**config.mk**
```make
export PLATFORM = sky130hd
export DESIGN_NAME = fifo_wr_arbiter
export DESIGN_NICKNAME = d
export VERILOG_FILES = /design/src/rtl/fifo_wr_arbiter.sv
export SDC_FILE = /design/constraint.sdc
export NUM_CORES = 1
export LEC_CHECK = 0
export BUFFER_PORTS_ARGS = -buffer_cell sky130_fd_sc_hd__buf_4
export CAP_MARGIN = 30
export CORE_AREA = 2 2 133 135
export CTS_CLUSTER_SIZE = 12
export DETAILED_ROUTE_END_ITERATION = 8
export DIE_AREA = 0 0 135 137
export GPL_ROUTABILITY_DRIVEN = 0
export PLACE_DENSITY_LB_ADDON = 0.12
export REMOVE_ABC_BUFFERS = 1
export SLEW_MARGIN = 10
export SYNTH_ARGS = -nofsm -noshare
export SYNTH_HDL_FRONTEND = slang
export SYNTH_SLANG_ARGS = --single-unit
```
**constraint.sdc**
```tcl
create_clock -name clk -period 1.8 [get_ports clk]
set_clock_uncertainty 0.2 [all_clocks]
set_input_delay 0.18 -clock clk [delete_from_list [all_inputs] [get_ports clk]]
set_output_delay 0.18 -clock clk [all_outputs]
set_load 0.01 [all_outputs]
```
**src/rtl/fifo_wr_arbiter.sv**
```systemverilog
// Round-robin arbiter sharing one fifo write port between NUM_REQ producers,
// granting bursts of up to BURST_MAX words with a zero-latency req/gnt handshake.
//
// state | meaning
// IDLE  | no owner; pick the next requester starting at rr_ptr
// GRANT | owner holds the port; words move whenever req[owner] and fifo not full
module fifo_wr_arbiter #(
    parameter int NUM_REQ    = 4,
    parameter int DATA_WIDTH = 64,
    parameter int BURST_MAX  = 4
) (
    input  logic                          clk,
    input  logic                          rst,
    input  logic [NUM_REQ-1:0]            req,
    input  logic [NUM_REQ-1:0]            last,
    input  logic [NUM_REQ*DATA_WIDTH-1:0] din_flat,
    output logic [NUM_REQ-1:0]            gnt,
    input  logic                          fifo_full,
    output logic                          fifo_wr_en,
    output logic [DATA_WIDTH-1:0]         fifo_din,
    output logic                          busy,
    output logic [$clog2(NUM_REQ)-1:0]    owner
);

    localparam int PTR_W = $clog2(NUM_REQ);
    localparam int CNT_W = $clog2(BURST_MAX + 1);
    localparam logic [CNT_W-1:0] LAST_BEAT = CNT_W'(BURST_MAX - 1);
    localparam logic [PTR_W-1:0] MAX_IDX   = PTR_W'(NUM_REQ - 1);

    typedef enum logic {
        IDLE  = 1'b0,
        GRANT = 1'b1
    } state_t;

    state_t             state;
    logic [PTR_W-1:0]   rr_ptr;
    logic [CNT_W-1:0]   beat_cnt;

    logic               pick_valid;
    logic [PTR_W-1:0]   pick_idx;
    logic               owner_req;
    logic               owner_last;
    logic               xfer;

    // Explicit modulo so non-power-of-2 NUM_REQ never scans a missing index.
    function automatic logic [PTR_W-1:0] scan_at(input logic [PTR_W-1:0] base,
                                                 input int               offs);
        int s;
        s = int'(base) + offs;
        if (s >= NUM_REQ) s = s - NUM_REQ;
        return PTR_W'(s);
    endfunction

    always_comb begin
        pick_valid = 1'b0;
        pick_idx   = '0;
        for (int k = 0; k < NUM_REQ; k++) begin
            if (!pick_valid && req[scan_at(rr_ptr, k)]) begin
                pick_valid = 1'b1;
                pick_idx   = scan_at(rr_ptr, k);
            end
        end
    end

    assign owner_req  = req[owner];
    assign owner_last = last[owner];
    assign xfer       = !rst && (state == GRANT) && owner_req && !fifo_full;

    always_comb begin
        gnt = '0;
        if (xfer) gnt = NUM_REQ'(1) << owner;
    end

    assign fifo_wr_en = xfer;
    assign fifo_din   = (state == GRANT) ? din_flat[owner*DATA_WIDTH +: DATA_WIDTH]
                                         : din_flat[DATA_WIDTH-1:0];

    always_ff @(posedge clk) begin
        if (rst) begin
            state    <= IDLE;
            rr_ptr   <= '0;
            owner    <= '0;
            beat_cnt <= '0;
            busy     <= 1'b0;
        end else begin
            case (state)
                IDLE: begin
                    if (pick_valid) begin
                        owner    <= pick_idx;
                        rr_ptr   <= (pick_idx == MAX_IDX) ? '0 : pick_idx + 1'b1;
                        beat_cnt <= '0;
                        busy     <= 1'b1;
                        state    <= GRANT;
                    end
                end
                GRANT: begin
                    if (!owner_req) begin
                        busy  <= 1'b0;
                        state <= IDLE;
                    end else if (xfer) begin
                        beat_cnt <= beat_cnt + 1'b1;
                        // Cutoff at BURST_MAX keeps one producer from starving the rest.
                        if (owner_last || beat_cnt == LAST_BEAT) begin
                            busy  <= 1'b0;
                            state <= IDLE;
                        end
                    end
                end
                default: begin
                    busy  <= 1'b0;
                    state <= IDLE;
                end
            endcase
        end
    end

endmodule

```
# Yosys cells after proc, flatten, opt, wreduce, memory -nomap -nowiden
# Index checks and enable logic that the tools add are counted.
[word_totals]
regBits = 9
output_inout_bits = 72
[classes]
n_addsub = 9
order_cmp = 9
eq_ne = 7
shift = 2
mux = 41
bitwise_logic = 1
n_reduce_logical = 15
[ops]
columns = ["operator", "count"]
rows = [
  ["indexed part select 256 x 9 -> 64 bit", 1],
  ["2-to-1 mux 64 bit", 1],
  ["2-to-1 mux 1 bit", 18],
  ["2-to-1 mux 2 bit", 9],
  ["< comparator 2 x 3 -> 1 bit, second input constant", 5],
  ["binary-select mux 1 bit (select 2 bit)", 6],
  ["greater-or-equal comparator 3 bit, second input constant", 3],
  ["2-to-1 mux 3 bit", 3],
  ["subtractor 2 x 1 -> 2 bit, second input constant", 4],
  ["adder 2 x 2 -> 3 bit, second input constant", 2],
  ["logical AND 1 bit", 6],
  ["case mux 3 bit (2 select lines)", 1],
  ["AND reduction 3 bit", 2],
  ["zero test 1 bit", 5],
  ["2-to-1 mux 4 bit", 1],
  ["inequality test 2 bit, second input constant", 2],
  ["case mux 1 bit (2 select lines)", 2],
  ["left shift 1 x 2 -> 4 bit, first input constant", 1],
  ["adder 2 x 1 -> 3 bit, second input constant", 1],
  ["adder 3 x 1 -> 3 bit, second input constant", 1],
  ["equality test 3 x 2 -> 1 bit, second input constant", 1],
  ["greater-or-equal comparator 2 x 3 -> 1 bit, second input constant", 1],
  ["inequality test 3 x 2 -> 1 bit, second input constant", 1],
  ["inequality test 3 bit, second input constant", 1],
  ["6 further kinds", 6],
]

# Depth between registers and ports, before layout
[logic_depth]
ltp_word = 16
ltp_mapped = 7
mapped_depth_nobuf = 7

# Least setup slack after synthesis
# Ideal clock, no wire load.
[synth_timing]
kind = "reg-to-output"
from = "register owner[0]"
to = "output gnt[2]"
arrival_time_ns = 1.494
required_ns = 1.420
path_slack_ns = -0.074
path_stages_with_launch = 6
path_buffers = 1
path_cell_list = "dfxtp_1 > buf_2 > mux4_2 > nand3_2 > inv_2 > and3_1"
[synth_via]
elab_chain_len = 5
word_cells_on_any_way = 6
cone_classes = "shift: 1; mux: 3; reduce/logical: 2"
[synth_rtl]
columns = ["element", "line", "text"]
rows = [
  ["from (decl)", "22", "output logic [$clog2(NUM_REQ)-1:0] owner"],
  ["from (signal assigned)", "89", "owner <= pick_idx;"],
  ["binary-select mux 1 bit (select 2 bit)", "65", "assign owner_req = req[owner];"],
  ["2-to-1 mux 1 bit (not written as such)", "65", ""],
  ["logical AND 1 bit (2 in a row)", "67", "assign xfer = !rst && (state == GRANT) && owner_req && !fifo_full;"],
  ["via fifo_wr_en", "19", "output logic fifo_wr_en,"],
  ["2-to-1 mux 4 bit", "71", "if (xfer) gnt = NUM_REQ'(1) << owner;"],
  ["to (decl)", "17", "output logic [NUM_REQ-1:0] gnt,"],
]
# The timed path passes the listed nets, and every way through them passes these cells. The select of a mux whose other input is x is not followed.

# Worst setup path after layout
[layout_timing]
from = "register owner[1]"
to = "output fifo_din[36]"
[layout_via]
elab_chain_len = 2
[layout_rtl]
columns = ["element", "line", "text"]
rows = [
  ["indexed part select 256 x 9 -> 64 bit", "75", "assign fifo_din = (state == GRANT) ? din_flat[owner*DATA_WIDTH +: DATA_WIDTH]"],
  ["2-to-1 mux 64 bit", "75", ""],
  ["to (decl)", "20", "output logic [DATA_WIDTH-1:0] fifo_din,"],
]
# No other way between the ends.

==> flow_summary.yaml <==
clock_tree:
  insertion_delay_ns: 0.24
  cts_buffer_depth: 2
  tritoncts.num_buffers: 3
  cts_sinks: 9
  cts-root-buf: "clkbuf_16"
  clk_pin_slew_worst_paths_ns: 0.04
  cts_tree: "yes"
  h-tree-depth: 1
synthesis:
  synth_ff_type: "dfxtp_1"
  yosysWarnings: 0
  synth_edf_count: 0
  yosysTopAreaCell: "nand3b_1"
  syn_area_um2: 3112
  yosysTopAreaCellShare_pct: 15.68
  synth_most_common_cell: "a21oi_1"
  synthArstFlopShare_pct: 0
  avgSynthCellArea_um2: 6.900
  seq_area_frac_synth_pct: 5.790
  synth_cells: 451
  synth.top_cells.by_count: "70 x a21oi_1, 65 x nand3b_1, 64 x o21ai_0, 64 x o22ai_1, 37 x mux2_2"
  synth_seq_cells: 9
  yosysUniqueCellTypes: 38
  synthTopCellsByArea: "nand3b_1 16%, mux2_2 13%, o22ai_1 13%"
finish:
  nets: 1048
  fillCellCount: 1777
  seqCellArea_um2: 188.9
  drive_above_1_share_pct: 60.41
  num_antenna_cells: 0
  multi_input_area_um2: 2949
  syn_to_final_growth_pct: 114.2
  postLayoutCoreUtil_pct: 39.07
power_and_ir_drop:
  combPwrFrac_pct: 78.5
  p_int_uw: 1842
  clkPwrFrac_pct: 13.3
  ir_worst_vdd_v: 0.0002570
  p_leak_uw: 0.002896
  swShare_pct: 38.53
  powerDensity_nw_per_um2: 449.7
  switchingPower_uw: 1155
  power_frac_seq_pct: 8.2
detailed_routing:
  drt_iter0_drc: 161
  antenna_left: 0
  vias_per_cell: 4.968
  drc_errors: 0
  via_count: 4983
  wl_mm: 17.49
  route.detailed.wl_per_inst_um: 17.43
  first_pass_iters: 4
floorplan:
  ios: 339
  die-area_um2: 18500
  die_w_um: 135
  start_util_pct: 18.24
  die_h_um: 137
  design.core.area_um2: 17060
  std_cell_rows: 48
global_route:
  grt_usage_pct: 16.83
  grt_pass1_wl_mm: 25.46
  grt_pass1_vias: 5111
  grt_max_degree: 63
  grt-ovfl-total: 0
  grt_antenna_before_repair: 0
timing:
  finalCritPeriodShare_pct: 111.6
  fin_setup_tns_ns: -9.325
  rsz0062_at_grt: "yes"
  hold_ws_ns: 0.09772
  postLayoutSetupSlackWorst_ns: -0.2093
  tightestPinTransition_ns: 0.3221
  max_freq_mhz: 497.7
  slew_headroom_pct: 78.52
  drv_slew: 0
  final-setup-viol-count: 69
  min_period_ns: 2.009
  hold_viol: 0
critical_path:
  crit_required_ns: 1.42
  worst_ep_arrival_time_ns: 1.63
  path_class: "flop to output pin"
  worst_setup_path_end_kind: "output pin"
  reg2reg_depth: 8
  startpoint_type: "flop"
  critPathMaxFanout: 25
outcome:
  violations: "setup timing"
  status: "finished, violations left"
place:
  portBuffers: 338
  dp_slack_ns: -0.03347
  hpwl_mm: 12.71
worst_hold_path:
  hp-class: "primary input to flop"
  min_path_cells: 4
flow_run:
  drv_cap: 0
-- routing by layer --
| layer | global-route usage (%) | vias up | share of wire (%) |
|---|---|---|---|
| met5 | 0 | - | 0 |
| met4 | 3.009 | 0 | 1.2 |
| met3 | 3.000 | 16 | 7.6 |
| met2 | 33.19 | 220 | 53 |
| met1 | 18.89 | 2344 | 38 |
| li1 | - | 2403 | - |
-- power groups by stage --
| stage | Combinational [µW] | Sequential, µW | Clock [µW] |
|---|---|---|---|
| after floorplan | 817 | 389 | 0 |
| after global placement | 2040 | 253 | 0 |
| after detailed placement | 2070 | 253 | 0 |
| after CTS | 2270 | 244 | 403 |
| after global routing | 2520 | 250 | 418 |
| final | 2350 | 247 | 397 |
-- area by class of cell --
| type | count | area share [%] |
|---|---|---|
| Clock buffer | 4 | 1.183 |
| Timing Repair Buffer | 377 | 47.03 |
| Tap cell | 225 | 4.225 |
| Inverter | 7 | 0.4694 |
| Sequential cell | 9 | 2.835 |
| Multi-Input combinational cell | 381 | 44.25 |
-- cells by family (layout without fill, tap and decap cells) --
| kind of cell | Yosys count | after routing | synth area share [%] |
|---|---|---|---|
| DFF | 9 | 9 | 5.790 |
| muxes | 68 | 68 | 25.01 |
| adders and majority gates | 3 | 3 | 1.126 |
| xor gates and xnor gates | 1 | 1 | 0.2815 |
| and+or+nand+nor | 96 | 96 | 20.51 |
| buffers and inverters | 61 | 388 | 8.927 |
| AOI/OAI and AO/OA | 213 | 213 | 38.36 |
-- critical path: stages, from the launching register on --
cell and delay [ns]:
dfxtp_4 0.36, buf_12 0.13, buf_16 0.18, mux2_1 0.35
o22ai_1 0.13, a21oi_1 0.08, buf_4 0.15
-- metrics by stage --
stage,cell area (µm²),instances,total power (µW)
after floorplan,2860,397,1206
after global placement,5959,981,2296
after detailed placement,5959,981,2321
after CTS,6440,1003,2914
after global routing,6664,1003,3192
final,6664,1003,2997
-- timing repair --
item / in CTS / in global routing
endpoints found under the setup margin: 69 / 71
cloned: 5 / 0
setup buffers: 11 / 1
endpoints found under the hold margin: 4 / 0
hold buffers: 2 / 0
pin swaps: 18 / 9
resized for setup: 37 / 54
-- layout by cell type (no fill, tap or decap), drive strengths merged, types with 2 or more instances in the layout --
cell type      n
mux2          65
ha             2
dfxtp          9
nand3          4
nor3           4
buf          374
a21oi         70
a211oi         2
clkbuf         4
o21ai         71
nand2          6
and3           2
mux2i          2
inv            7
o22ai         64
nand3b        65
nor2          12
dlygate4sd3    2
-- worst paths after layout --
check,start,end,slack [ns]
worst max-delay path,owner[1]$_SDFFE_PP0P_,fifo_din[36],-0.21
worst min-delay path,rst,beat_cnt[2]$_SDFFE_PP0P_,0.1
worst max register to register,owner[1]$_SDFFE_PP0P_,busy$_SDFFE_PP0P_,0.03
worst min register to register,beat_cnt[2]$_SDFFE_PP0P_,beat_cnt[2]$_SDFFE_PP0P_,0.26
Power figures use the tool's default switching activity.
